==> config.mk <==
export PLATFORM = sky130hd
export DESIGN_NAME = bist_lfsr_misr
export DESIGN_NICKNAME = d
export VERILOG_FILES = /design/src/rtl/bist_pkg.sv /design/src/rtl/lfsr_step.sv /design/src/rtl/bist_lfsr_misr.sv
export SDC_FILE = /design/constraint.sdc
export NUM_CORES = 1
export LEC_CHECK = 0
export BUFFER_PORTS_ARGS = -buffer_cell sky130_fd_sc_hd__buf_2
export CAP_MARGIN = 20
export CORE_ASPECT_RATIO = 1.25
export CORE_MARGIN = 2
export CORE_UTILIZATION = 55
export CTS_CLUSTER_SIZE = 30
export DETAILED_ROUTE_END_ITERATION = 10
export GPL_TIMING_DRIVEN = 1
export PLACE_DENSITY = 0.9
export SETUP_SLACK_MARGIN = 0.05
export SYNTH_ARGS = -nofsm -noshare
export SYNTH_HDL_FRONTEND = slang
export SYNTH_SLANG_ARGS = --single-unit
export TNS_END_PERCENT = 5
==> constraint.sdc <==
create_clock -name clk -period 3.9 [get_ports clk]
set_input_delay 0.585 -clock clk [delete_from_list [all_inputs] [get_ports clk]]
set_output_delay 0.585 -clock clk [all_outputs]
set_load 0.02 [all_outputs]
==> src/rtl/bist_pkg.sv <==
// Shared types and helpers for the LFSR/MISR built-in self-test engine.
// The top-level abort input is enabled by defining BIST_ABORT_EN.
package bist_pkg;

    localparam int unsigned WIDTH_MIN = 2;
    localparam int unsigned WIDTH_MAX = 32;

    localparam logic [3:0]  TAPS_W4  = 4'hC;
    localparam logic [7:0]  TAPS_W8  = 8'hB8;
    localparam logic [15:0] TAPS_W16 = 16'hB400;

    typedef enum logic [1:0] {
        IDLE = 2'd0,
        RUN  = 2'd1,
        DONE = 2'd2
    } bist_state_e;

    // Default feedback mask for a given width; other widths fall back to the 8-bit mask.
    function automatic logic [WIDTH_MAX-1:0] default_taps(input int unsigned w);
        logic [WIDTH_MAX-1:0] t;
        case (w)
            4:       t = WIDTH_MAX'(TAPS_W4);
            16:      t = WIDTH_MAX'(TAPS_W16);
            default: t = WIDTH_MAX'(TAPS_W8);
        endcase
        return t;
    endfunction

    function automatic logic parity_fb(input logic [WIDTH_MAX-1:0] state,
                                       input logic [WIDTH_MAX-1:0] taps);
        return ^(state & taps);
    endfunction

endpackage

==> src/rtl/lfsr_step.sv <==
// One shift step of a Fibonacci LFSR with optional parallel input (MISR when din != 0).
module lfsr_step
    import bist_pkg::*;
#(
    parameter int unsigned      WIDTH = 8,
    parameter logic [WIDTH-1:0] TAPS  = WIDTH'(default_taps(WIDTH))
) (
    input  logic [WIDTH-1:0] state,
    input  logic [WIDTH-1:0] din,
    output logic [WIDTH-1:0] next
);

    logic fb;

    assign fb   = parity_fb(WIDTH_MAX'(state), WIDTH_MAX'(TAPS));
    assign next = {state[WIDTH-2:0], fb} ^ din;

endmodule

==> src/rtl/bist_lfsr_misr.sv <==
// BIST engine: LFSR pattern generator, MISR response compactor and run-control FSM.
// Define BIST_ABORT_EN to add the abort input.
module bist_lfsr_misr
    import bist_pkg::*;
#(
    parameter int unsigned      WIDTH         = 8,
    parameter logic [WIDTH-1:0] TAPS          = WIDTH'(default_taps(WIDTH)),
    parameter logic [WIDTH-1:0] SEED          = WIDTH'(1),
    parameter int unsigned      PATTERN_COUNT = 16,
    parameter logic [WIDTH-1:0] GOLDEN_SIG    = '0
) (
    input  logic             clk,
    input  logic             rst_n,
    input  logic             start,
`ifdef BIST_ABORT_EN
    input  logic             abort,
`endif
    output logic [WIDTH-1:0] pattern_out,
    input  logic [WIDTH-1:0] resp_in,
    output logic             busy,
    output logic             done,
    output logic [WIDTH-1:0] signature,
    output logic             pass
);

    localparam int unsigned CNT_W = $clog2(64'(PATTERN_COUNT) + 64'd1);

    if (WIDTH < WIDTH_MIN || WIDTH > WIDTH_MAX) begin : g_bad_width
        $error("bist_lfsr_misr: WIDTH out of range 2..32");
    end
    if (SEED == '0) begin : g_bad_seed
        $error("bist_lfsr_misr: SEED must be non-zero");
    end
    if (PATTERN_COUNT == 0 ||
        64'(PATTERN_COUNT) > ((64'd1 << WIDTH) - 64'd1)) begin : g_bad_count
        $error("bist_lfsr_misr: PATTERN_COUNT out of range 1..2**WIDTH-1");
    end

    bist_state_e      state_q, state_d;
    logic [WIDTH-1:0] lfsr_q, lfsr_d;
    logic [WIDTH-1:0] misr_q, misr_d;
    logic [CNT_W-1:0] count_q, count_d;
    logic [WIDTH-1:0] lfsr_nx, misr_nx;
    logic             abort_w;

`ifdef BIST_ABORT_EN
    assign abort_w = abort;
`else
    assign abort_w = 1'b0;
`endif

    lfsr_step #(.WIDTH(WIDTH), .TAPS(TAPS)) u_lfsr (
        .state (lfsr_q),
        .din   ('0),
        .next  (lfsr_nx)
    );

    lfsr_step #(.WIDTH(WIDTH), .TAPS(TAPS)) u_misr (
        .state (misr_q),
        .din   (resp_in),
        .next  (misr_nx)
    );

    always_ff @(posedge clk or negedge rst_n) begin
        if (!rst_n) begin
            state_q <= IDLE;
            lfsr_q  <= SEED;
            misr_q  <= '0;
            count_q <= '0;
        end else begin
            state_q <= state_d;
            lfsr_q  <= lfsr_d;
            misr_q  <= misr_d;
            count_q <= count_d;
        end
    end

    // Run control: each RUN cycle absorbs the response to the pattern currently driven.
    always_comb begin
        state_d = state_q;
        lfsr_d  = lfsr_q;
        misr_d  = misr_q;
        count_d = count_q;
        unique case (state_q)
            IDLE, DONE: begin
                if (start) begin
                    state_d = RUN;
                    lfsr_d  = SEED;
                    misr_d  = '0;
                    count_d = '0;
                end
            end
            RUN: begin
                if (abort_w) begin
                    state_d = IDLE;
                    misr_d  = '0;
                    count_d = '0;
                end else begin
                    lfsr_d  = lfsr_nx;
                    misr_d  = misr_nx;
                    count_d = count_q + CNT_W'(1);
                    if (count_q == CNT_W'(PATTERN_COUNT - 1)) begin
                        state_d = DONE;
                    end
                end
            end
            default: state_d = IDLE;
        endcase
    end

    assign busy        = (state_q == RUN);
    assign done        = (state_q == DONE);
    assign pattern_out = busy ? lfsr_q : '0;
    assign signature   = misr_q;
    assign pass        = done && (misr_q == GOLDEN_SIG);

endmodule

==> qor.csv, run 1 <==
stage,metric,value,unit
run_status,status,finished clean,
finish,sequential cell area,576.8,sq um
finish,"Core Util, Final",0.6444,
worst_setup_path,Worst setup EP type,output port,
pwr,cell-internal power,0.0007021,W
sta,unrepaired setup endpoints after global routing,no,
placed_design,DPL Wire Length,1581,um
worst_setup_path,Worst setup startpoint,signature[5]$_DFFE_PN0P_,
synth,Netlist cell types,32,
global_routing,first-pass GRT wire length,3491,um
placed_design,"worst slack, placed",2036,ps
finish,layout cell share with drive strength beyond 1,0.3840,
pwr,Clk pwr share,0.088,
route,routed len/inst,15.12,um
synth,top post-synthesis cells by area,"dfrtp_1, xor2_1, a22o_2, a21o_1, buf_4",
sta,Layout Skew,6.978,ps
worst_setup_path,kind of critical path,reg -> out,
route,routed via count,842,
synth,"Seq/Total Area, Yosys",0.4782,
floorplanning,Die Wd,45.89,um
clock_tree,CTS tree,built,
floorplanning,initial core utilization,0.5951,
sta,Slew HR,0.6632,
pwr,PD cells,948.7,nW/um^2
clock_tree,clock root buffer,clkbuf_4,
floorplanning,Die H,56.36,um
worst_setup_path,r2r endpoint,signature[0]$_DFFE_PN0P_,
clock_tree,CTS resizes,0,
job,number of max-cap violations,0,
finish,"Area growth, synth to finish",8.299,%
synth,net count after synthesis,117,
clock_tree,Post-CTS Setup Inserts,0,
clock_tree,H-tree Lvls,1,
route,vias per inst,5.807,
floorplanning,io pins,30,
clock_tree,clock slew at reported path FFs,130,ps
pwr,Sw Ratio,0.4335,
pwr,Comb pwr share,0.536,
synth,synthesized flop and latch total,23,
finish,"Net count, final",140,
synth,Synth Instances,103,
clock_tree,CTS Hold Buffers Added,0,
sta,setup_tns,0,ps
pwr,Seq pwr share,0.376,
finish,post-route cell area,1306,sq um
synth,YS warnings,0,
placed_design,Post-DP Area,1279,sq um
worst_setup_path,Worst path max stage delay,440,ps
clock_tree,clk sinks,23,
worst_setup_path,highest-delay cell along the critical path,dfrtp_1,
finish,most frequent cells in the layout,"buf_2, dfrtp_1, xor2_1",
pwr,peak supply drop,629.0,uV
finish,"leading cell type in the layout, fill and taps excluded",buf_2,
sta,Final WS setup,1693,ps
clock_tree,clock latency at the later pin of the worst-skew pair,310,ps
worst_setup_path,startpoint types,register,
worst_setup_path,Worst EP arrival,1620,ps
clock_tree,worst-case clock buffer depth,2,
route,final WL,2192,um
pwr,Leak Pwr,0.7082,nW
worst_setup_path,Worst R2R Start,signature[4]$_DFFE_PN0P_,
worst_setup_path,CP Max Fanout,4,
global_routing,largest net degree at the start of global routing,24,
finish,Filler cells,171,
sta,Final period util,0.5658,
sta,min Tclk post-route,2207,ps
global_routing,initial antenna violation count,0,
floorplanning,row count,18,
floorplanning,die area,2586,sq um
route,detailed-route DRC error count,0,
min_path,Hold WC Path Type,in -> async,
sta,final hold slack,222.2,ps
synth,syn avg cell area,11.71,sq um
global_routing,Global Route Usage Sum,0.1822,
route,1st-iter DRT viols,11,
synth,"area leader, netlist",dfrtp_1,
synth,Mapped Area,1206,sq um
synth,Synth top area share,0.4564,
global_routing,number of global-route vias before repair,803,
sta,worst slew pin tran,505.3,ps
placed_design,gpl congestion,0.7871,
worst_setup_path,Worst Path Required,3310,ps
placed_design,IO buf count,29,
worst_setup_path,critical-path cell list,inv_1 -> ha_1 -> nor4b_1 -> nand2_1 -> nor4_1 -> buf_2,
route,DRT antenna net count,0,
finish,multi-input logic area,509.2,sq um
sta,final hold viol count,0,
route,drt first pass iters,4,
worst_setup_path,r2r worst-path depth,5,
global_routing,grt ovf,0,
pwr,Psw,0.0005372,W
floorplanning,core area,2027,sq um
finish,number of diodes,0,
worst_setup_path,Reg2Reg Setup Slack,2540,ps
sta,Max Fclk,0.4532,GHz
clock_tree,TritonCTS Buffers,3,
sta,setup violators final,0,
sta,Max Slew Vio Count,0,
==> sequential cells by signal (all words and copies together), names as in the netlist <==
register / count
count_q: 5
signature: 8
lfsr_q: 8
state_q: 2
==> metrics by stage <==
step	std cells	total power (W)
floorplan	103	0.001034
global placement	141	0.001097
detailed placement	141	0.001139
CTS	145	0.001250
global route	145	0.001329
finish	145	0.001239
==> critical path, delay by kind of cell, from the launching register on <==
| kind | cells | cell delay (ps) |
|---|---|---|
| buf+inv | 2 | 290 |
| simple gates | 3 | 460 |
| fa+ha+maj | 1 | 130 |
| flops | 1 | 440 |
==> synthesized netlist by cell type <==
cell / number
dfrtp_1: 22
xor2_1: 10
a22o_2: 8
a21o_1: 7
and2_1: 7
buf_4: 7
inv_1: 5
ha_1: 3
nand2_1: 3
xnor2_1: 3
a21oi_1: 2
a22o_1: 2
buf_2: 2
nand2b_4: 2
nor2_1: 2
o21ai_0: 2
a22oi_2: 1
and2_4: 1
and2b_2: 1
and3_1: 1
buf_12: 1
buf_8: 1
dfstp_2: 1
inv_2: 1
mux2i_1: 1
nand3_1: 1
nand4b_1: 1
nor3b_1: 1
nor4_1: 1
nor4b_1: 1
o22ai_1: 1
o2bb2ai_1: 1
==> cells by family (layout without fill, tap and decap cells) <==
group                    Yosys count  after routing  share of synthesized area
flip-flops                        23             23                     0.4782
AND/OR/NAND/NOR                   22             22                     0.1245
buffers and inverters             17             39                    0.09958
adder cells (fa/ha/maj)            3              3                    0.03112
XOR/XNOR                          13             13                    0.09440
AO/OA/AOI/OAI                     24             24                     0.1639
multiplexers                       1              1                   0.008299
==> routing by layer <==
metal,up-vias,GRT usage,share of wire
li1,390,-,-
met1,408,0.2379,0.43
met2,40,0.2917,0.50
met3,4,0.01929,0.057
met4,0,0.08571,0.015
met5,-,0,0
==> power groups by stage <==
| stage | clock network, W | logic, W | registers (W) |
|---|---|---|---|
| 2_1_floorplan | 0 | 0.000535 | 0.000499 |
| 3_3_place_gp | 0 | 0.000638 | 0.000460 |
| 3_5_place_dp | 0 | 0.000665 | 0.000473 |
| 4_1_cts | 0.000111 | 0.000671 | 0.000467 |
| 5_1_grt | 0.000120 | 0.000727 | 0.000481 |
| 6_report | 0.000108 | 0.000665 | 0.000466 |
==> layout make-up <==
cell class	instances	area share
flip-flops and latches	23	0.4416
multi-input cells	63	0.3898
repair buffers	29	0.1111
well taps	20	0.01916
clock buffers	3	0.01724
inverters	6	0.01724
clock inverters	1	0.003831
==> worst max path at each step <==
stage                       to  slack (ps)  cells past startpoint
final                     pass        1690                      6
after floorplan           pass        1740                      5
after global routing      pass        1560                      6
after detailed placement  pass        2040                      6
after CTS                 pass        1680                      6
after global placement    pass        2080                      6
Power figures use the tool's default switching activity.
==> run 2, diff against run 1 <==
Settings changed: CORE_UTILIZATION 55 to 47, PLACE_DENSITY 0.9 to 0.83.
Clock period 3.9 ns to 1.8 ns, I/O delays scaled along.
==> run 2 against run 1 <==
  * Register-to-register slack got worse by 2100 ps
  * Clock skew hardly changed
  * Die area up 16%
  * Non-clock buffer count grew 3
  * Critical endpoint unchanged
  * Utilization decreased by 6.4 points
  * Global-route usage fell by 1.3 points
  * Cell count is 11% higher
  * Highest routed layer unchanged
  * Count of clock-buffer cells in the layout rose by 1
  * Critical path depth is the same
  * Worst hold slack better by 27 ps
  * Largest power group unchanged
==> qor.csv, run 2 (synthesized netlist as in run 1, its figures left out) <==
stage,metric,value,unit,change
clock_tree,clock slew at reported path FFs,120,ps,about the same
route,M1 wire length,1026,um,+10%
route,routed len/inst,13.93,um,-7.9%
worst_setup_path,Worst setup EP type,output port,,
pwr,total power,0.002861,W,+130%
sta,Slew HR,0.6726,,+0.009470
worst_setup_path,Reg2Reg Setup Slack,440,ps,-2100 ps
route,1st-iter DRT viols,16,,+5
sta,unrepaired setup endpoints after global routing,yes,,
sta,Final WS setup,40.67,ps,-1653 ps
run_status,status,finished clean,,
finish,layout cell share with drive strength beyond 1,0.4688,,+0.08475
min_path,min-delay src,start,,
route,met2 wire length,1131,um,+2.7%
route,routed via count,819,,-2.7%
sta,Final period util,0.9774,,
finish,"leading cell type in the layout, fill and taps excluded",buf_2,,
pwr,peak supply drop,1146,uV,+82%
global_routing,Global Route Usage Sum,0.1695,,-0.01268
min_path,Hold WC Path Type,in -> reg,,
worst_setup_path,Worst Path Required,1530,ps,-1780 ps
finish,post-route cell area,1409,sq um,+7.9%
worst_setup_path,CP Max Fanout,2,,-2
clock_tree,worst-case clock buffer depth,2,,unchanged
worst_setup_path,Worst R2R Start,count_q[0]$_DFFE_PN0P_,,
route,highest metal used,met4,,
route,DRT antenna net count,0,,unchanged
floorplanning,Die H,60.64,um,+7.6%
floorplanning,initial core utilization,0.4969,,-0.09815
floorplanning,io pins,30,,unchanged
placed_design,Post-DP Area,1301,sq um,+1.8%
finish,"Area growth, synth to finish",16.80,%,
min_path,WHS Path Cells,3,,
sta,final hold slack,249.4,ps,+27.24 ps
worst_setup_path,Worst setup startpoint,signature[4]$_DFFE_PN0P_,,
sta,Layout Skew,7.346,ps,+0.3673 ps
clock_tree,clk sinks,23,,unchanged
placed_design,"worst slack, placed",206.5,ps,-1830 ps
finish,"Net count, final",143,,+2.1%
sta,Max Slew Vio Count,0,,unchanged
global_routing,grt ovf,0,,unchanged
placed_design,DPL Wire Length,1503,um,-4.9%
sta,setup violators final,0,,unchanged
global_routing,initial antenna violation count,0,,unchanged
global_routing,number of global-route vias before repair,887,,+10%
pwr,Leak Pwr,0.7386,nW,+4.3%
placed_design,IO buf count,29,,unchanged
route,drt first pass iters,4,,unchanged
finish,most frequent cells in the layout,"buf_2, dfrtp_1, xor2_1",,
clock_tree,TritonCTS Buffers,3,,unchanged
global_routing,first-pass GRT wire length,3891,um,+11%
clock_tree,H-tree Lvls,1,,unchanged
sta,final hold viol count,0,,unchanged
min_path,end of the worst hold path,state_q[0]$_DFFE_PN0P_,,
floorplanning,Die Wd,49.31,um,+7.5%
sta,Max Fclk,0.5684,GHz,
route,met3 routed WL,67,um,-46%
route,vias per inst,5.087,,-12%
floorplanning,core area,2427,sq um,+20%
worst_setup_path,r2r worst-path depth,4,,-1
placed_design,gpl congestion,0.8005,,+1.7%
worst_setup_path,r2r endpoint,state_q[1]$_DFFE_PN0P_,,
route,detailed-route DRC error count,0,,unchanged
worst_setup_path,startpoint types,register,,
global_routing,largest net degree at the start of global routing,24,,unchanged
sta,worst slew pin tran,491.0,ps,-14.21 ps
route,final WL,2242,um,+2.3%
pwr,PD cells,2031,nW/um^2,+110%
clock_tree,clock root buffer,clkbuf_4,,
clock_tree,CTS tree,built,,
worst_setup_path,Worst EP arrival,1490,ps,-130 ps
finish,number of diodes,0,,unchanged
sta,min Tclk post-route,1759,ps,
job,number of max-cap violations,0,,unchanged
worst_setup_path,kind of critical path,reg -> out,,
floorplanning,die area,2990,sq um,+16%
clock_tree,clock latency at the later pin of the worst-skew pair,300,ps,about the same
floorplanning,row count,20,,+2
run 2: worst max-delay path, stage by stage, from the launching register on:
cell     delay [ps]
dfrtp_1         400
inv_1            90
ha_4            130
nor4b_4         170
nand2_1          80
nor4_2          120
buf_2           200
run 2: layout make-up:
type / instances / area, sq um
fillers: 224 / 1018
flip-flops and latches: 23 / 578.1
multi-input cells: 63 / 558.0
repair buffers: 32 / 170.2
well taps: 33 / 41.29
inverters: 6 / 35.03
clock buffers: 4 / 26.28
run 2: report_power, final:
group | leakage, nW | switching, W | internal [W]
logic | 0.446 | 0.000814 | 0.000786
registers | 0.278 | 0.000253 | 0.000776
clock network | 0.0150 | 0.000146 | 0.0000864
run 2: repair_timing:
| action | CTS | global route |
|---|---|---|
| hold endpoints to repair | 22 | 0 |
| setup buffers | 2 | 0 |
| setup endpoints to repair | 8 | 8 |
| pin swaps | 0 | 2 |
| gates resized for setup | 3 | 13 |
| hold buffers | 1 | 0 |
run 2: routing by layer:
metal	GRT usage	up-vias
met3	0.01970	2
met2	0.2934	14
met4	0.09796	0
li1	-	396
met1	0.2087	407
met5	0	-
run 2: how the worst max path moves through the flow:
| stage | endpoint | slack (ps) | cells after the start |
|---|---|---|---|
| 4_1_cts | pass | 2 | 6 |
| 3_5_place_dp | pass | 210 | 6 |
| 2_1_floorplan | pass | 170 | 5 |
| 3_3_place_gp | pass | 310 | 6 |
| 6_report | pass | 40 | 6 |
| 5_1_grt | pass | -40 | 6 |
run 2: stage by stage:
| stage | TNS [ps] | std cells | utilization |
|---|---|---|---|
| floorplan | 0 | 103 | - |
| global placement | 0 | 154 | 0.5361 |
| detailed placement | 0 | 154 | 0.5361 |
| CTS | 0 | 161 | 0.5644 |
| global route | -38.78 | 161 | 0.5804 |
| finish | 0 | 161 | 0.5804 |
==> run 3, diff against run 2 <==
Settings changed: CORE_UTILIZATION 47 to 52, GPL_TIMING_DRIVEN 1 to 0, PLACE_DENSITY 0.83 to 0.86.
Clock period 1.8 ns to 1.9 ns, I/O delays scaled along.
==> run 3 against run 2 <==
  * Worst hold slack lost 2.4 ps
  * Largest cell class unchanged
  * Critical endpoint unchanged
  * Non-clock buffer count grew 13
  * Register-to-register slack gained 20 ps
  * Global-route usage grew 1.8 points
  * Total power grew 1.9%
  * Clock power shrank 4%
  * First-iteration DRC count shrank 63%
  * Final area grew 7.9%
  * Via count grew 8.1%
  * Cell count grew 6.8%
==> qor.csv, run 3 (synthesized netlist as in run 1, its figures left out) <==
stage,metric,value,unit,change
run_status,status,finished clean,,
sta,unrepaired setup endpoints after global routing,yes,,
pwr,peak supply drop,1287,uV,+12%
pwr,Comb pwr share,0.593,,+0.034
worst_setup_path,r2r worst-path depth,6,,+2
pwr,PD cells,1918,nW/um^2,-5.6%
finish,"Area growth, synth to finish",26.04,%,
worst_setup_path,Worst setup EP type,output port,,
sta,Final period util,0.9572,,
clock_tree,CTS tree,built,,
worst_setup_path,Worst R2R Start,state_q[0]$_DFFE_PN0P_,,
clock_tree,clock root buffer,clkbuf_4,,
floorplanning,initial core utilization,0.5515,,+0.05458
global_routing,number of global-route vias before repair,916,,+3.3%
min_path,Hold WC Path Type,in -> reg,,
route,DRT antenna net count,0,,unchanged
sta,Max Fclk,0.5498,GHz,
clock_tree,clock latency at the later pin of the worst-skew pair,300,ps,about the same
floorplanning,Die Wd,47.08,um,-4.5%
route,routed via count,885,,+8.1%
sta,Layout Skew,1.022,ps,-6.324 ps
finish,layout cell share with drive strength beyond 1,0.5035,,+0.03480
pwr,Clk pwr share,0.076,,-0.005
worst_setup_path,Worst EP arrival,1530,ps,+40 ps
pwr,Psw,0.001164,W,-4.0%
placed_design,gpl congestion,0.7225,,-9.7%
placed_design,"worst slack, placed",319.8,ps,+113.3 ps
job,number of max-cap violations,0,,unchanged
global_routing,largest net degree at the start of global routing,24,,unchanged
route,final WL,2358,um,+5.2%
clock_tree,clk sinks,23,,unchanged
route,drt first pass iters,4,,unchanged
worst_setup_path,startpoint types,register,,
floorplanning,io pins,30,,unchanged
floorplanning,die area,2723,sq um,-8.9%
route,1st-iter DRT viols,6,,-10
global_routing,first-pass GRT wire length,3781,um,-2.8%
route,routed len/inst,13.71,um,-1.6%
worst_setup_path,kind of critical path,reg -> out,,
sta,setup violators final,0,,unchanged
pwr,Leak Pwr,0.8101,nW,+9.7%
sta,worst slew pin tran,525.9,ps,+34.85 ps
route,detailed-route DRC error count,0,,unchanged
clock_tree,TritonCTS Buffers,3,,unchanged
global_routing,Global Route Usage Sum,0.1879,,+0.01834
clock_tree,worst-case clock buffer depth,2,,unchanged
floorplanning,core area,2187,sq um,-9.9%
placed_design,IO buf count,29,,unchanged
floorplanning,Die H,57.85,um,-4.6%
sta,Final WS setup,81.31,ps,+40.63 ps
clock_tree,clock slew at reported path FFs,120,ps,about the same
pwr,Sw Ratio,0.3992,,-0.02465
pwr,cell-internal power,0.001751,W,+6.2%
sta,Slew HR,0.6494,,-0.02323
min_path,end of the worst hold path,state_q[0]$_DFFE_PN0P_,,
sta,min Tclk post-route,1819,ps,
global_routing,initial antenna violation count,0,,unchanged
worst_setup_path,CP Max Fanout,3,,+1
finish,most frequent cells in the layout,"buf_2, dfrtp_1, buf_4",,
placed_design,dpl cells,163,,+5.8%
finish,number of diodes,0,,unchanged
pwr,Seq pwr share,0.330,,-0.030
clock_tree,H-tree Lvls,1,,unchanged
finish,"Net count, final",156,,+9.1%
placed_design,DPL Wire Length,1709,um,+14%
worst_setup_path,Reg2Reg Setup Slack,460,ps,+20 ps
min_path,min-delay src,start,,
global_routing,grt ovf,0,,unchanged
worst_setup_path,Worst setup startpoint,signature[5]$_DFFE_PN0P_,,
min_path,WHS Path Cells,3,,unchanged
sta,Max Slew Vio Count,0,,unchanged
finish,"leading cell type in the layout, fill and taps excluded",buf_2,,
sta,final hold viol count,0,,unchanged
finish,Non-Filler Instances,172,,+6.8%
route,vias per inst,5.145,,+1.1%
worst_setup_path,r2r endpoint,count_q[1]$_DFFE_PN0P_,,
worst_setup_path,Worst Path Required,1620,ps,+90 ps
floorplanning,row count,19,,-5.0%
## run 3: metal layers
metal  up-vias  global-route usage  routed length (um)
li1        423                   -                   -
met1       433              0.2188                 989
met2        27              0.3444                1256
met3         2             0.02804                  95
met4         0             0.04762                  17
met5         -                   0                   0
## run 3: cell type report
| type | instances | area (sq um) |
|---|---|---|
| inverters | 6 | 22.52 |
| well taps | 31 | 38.79 |
| clock buffers | 4 | 26.28 |
| fillers | 176 | 666.9 |
| multi-input cells | 63 | 545.5 |
| flip-flops and latches | 23 | 578.1 |
| repair buffers | 34 | 202.7 |
| plain buffers | 11 | 106.4 |
## run 3: power by group through the flow
| stage | logic (W) | registers (W) | clock network (W) |
|---|---|---|---|
| final | 0.00173 | 0.000963 | 0.000223 |
| after global routing | 0.00189 | 0.000995 | 0.000253 |
| after CTS | 0.00161 | 0.000949 | 0.000232 |
| after detailed placement | 0.00154 | 0.000970 | 0 |
| after global placement | 0.00150 | 0.000954 | 0 |
| after floorplan | 0.00110 | 0.00103 | 0 |
## run 3: metrics by stage
stage / cell area, sq um / utilization / total power [W] / TNS, ps / hold WS, ps
finish: 1520 / 0.6951 / 0.002915 / 0 / 247.0
global route: 1520 / 0.6951 / 0.003134 / -30.25 / 280.6
CTS: 1465 / 0.6699 / 0.002792 / 0 / 243.9
detailed placement: 1396 / 0.6384 / 0.002514 / 0 / 288.3
global placement: 1396 / 0.6384 / 0.002452 / 0 / 280.1
floorplan: 1212 / - / 0.002128 / 0 / -10.59
## run 3: worst max-delay path, stage by stage (launching register included)
cell and delay (ps):
dfrtp_1 420, inv_1 70, ha_1 150, nor4b_4 180, nand2_1 90, nor4_2 140
buf_4 180
## run 3: how the worst max path moves through the flow
stage	endpoint	depth (start not counted)	slack [ps]
floorplan	pass	5	260
global placement	pass	6	330
detailed placement	pattern_out[2]	6	320
CTS	pass	6	50
global route	pass	6	-30
finish	pass	6	80
## run 3: what timing repair did
action	CTS	global route
hold buffers	1	0
setup buffers	3	1
endpoints found under the hold margin	22	0
gates resized for setup	3	16
setup endpoints to repair	7	8
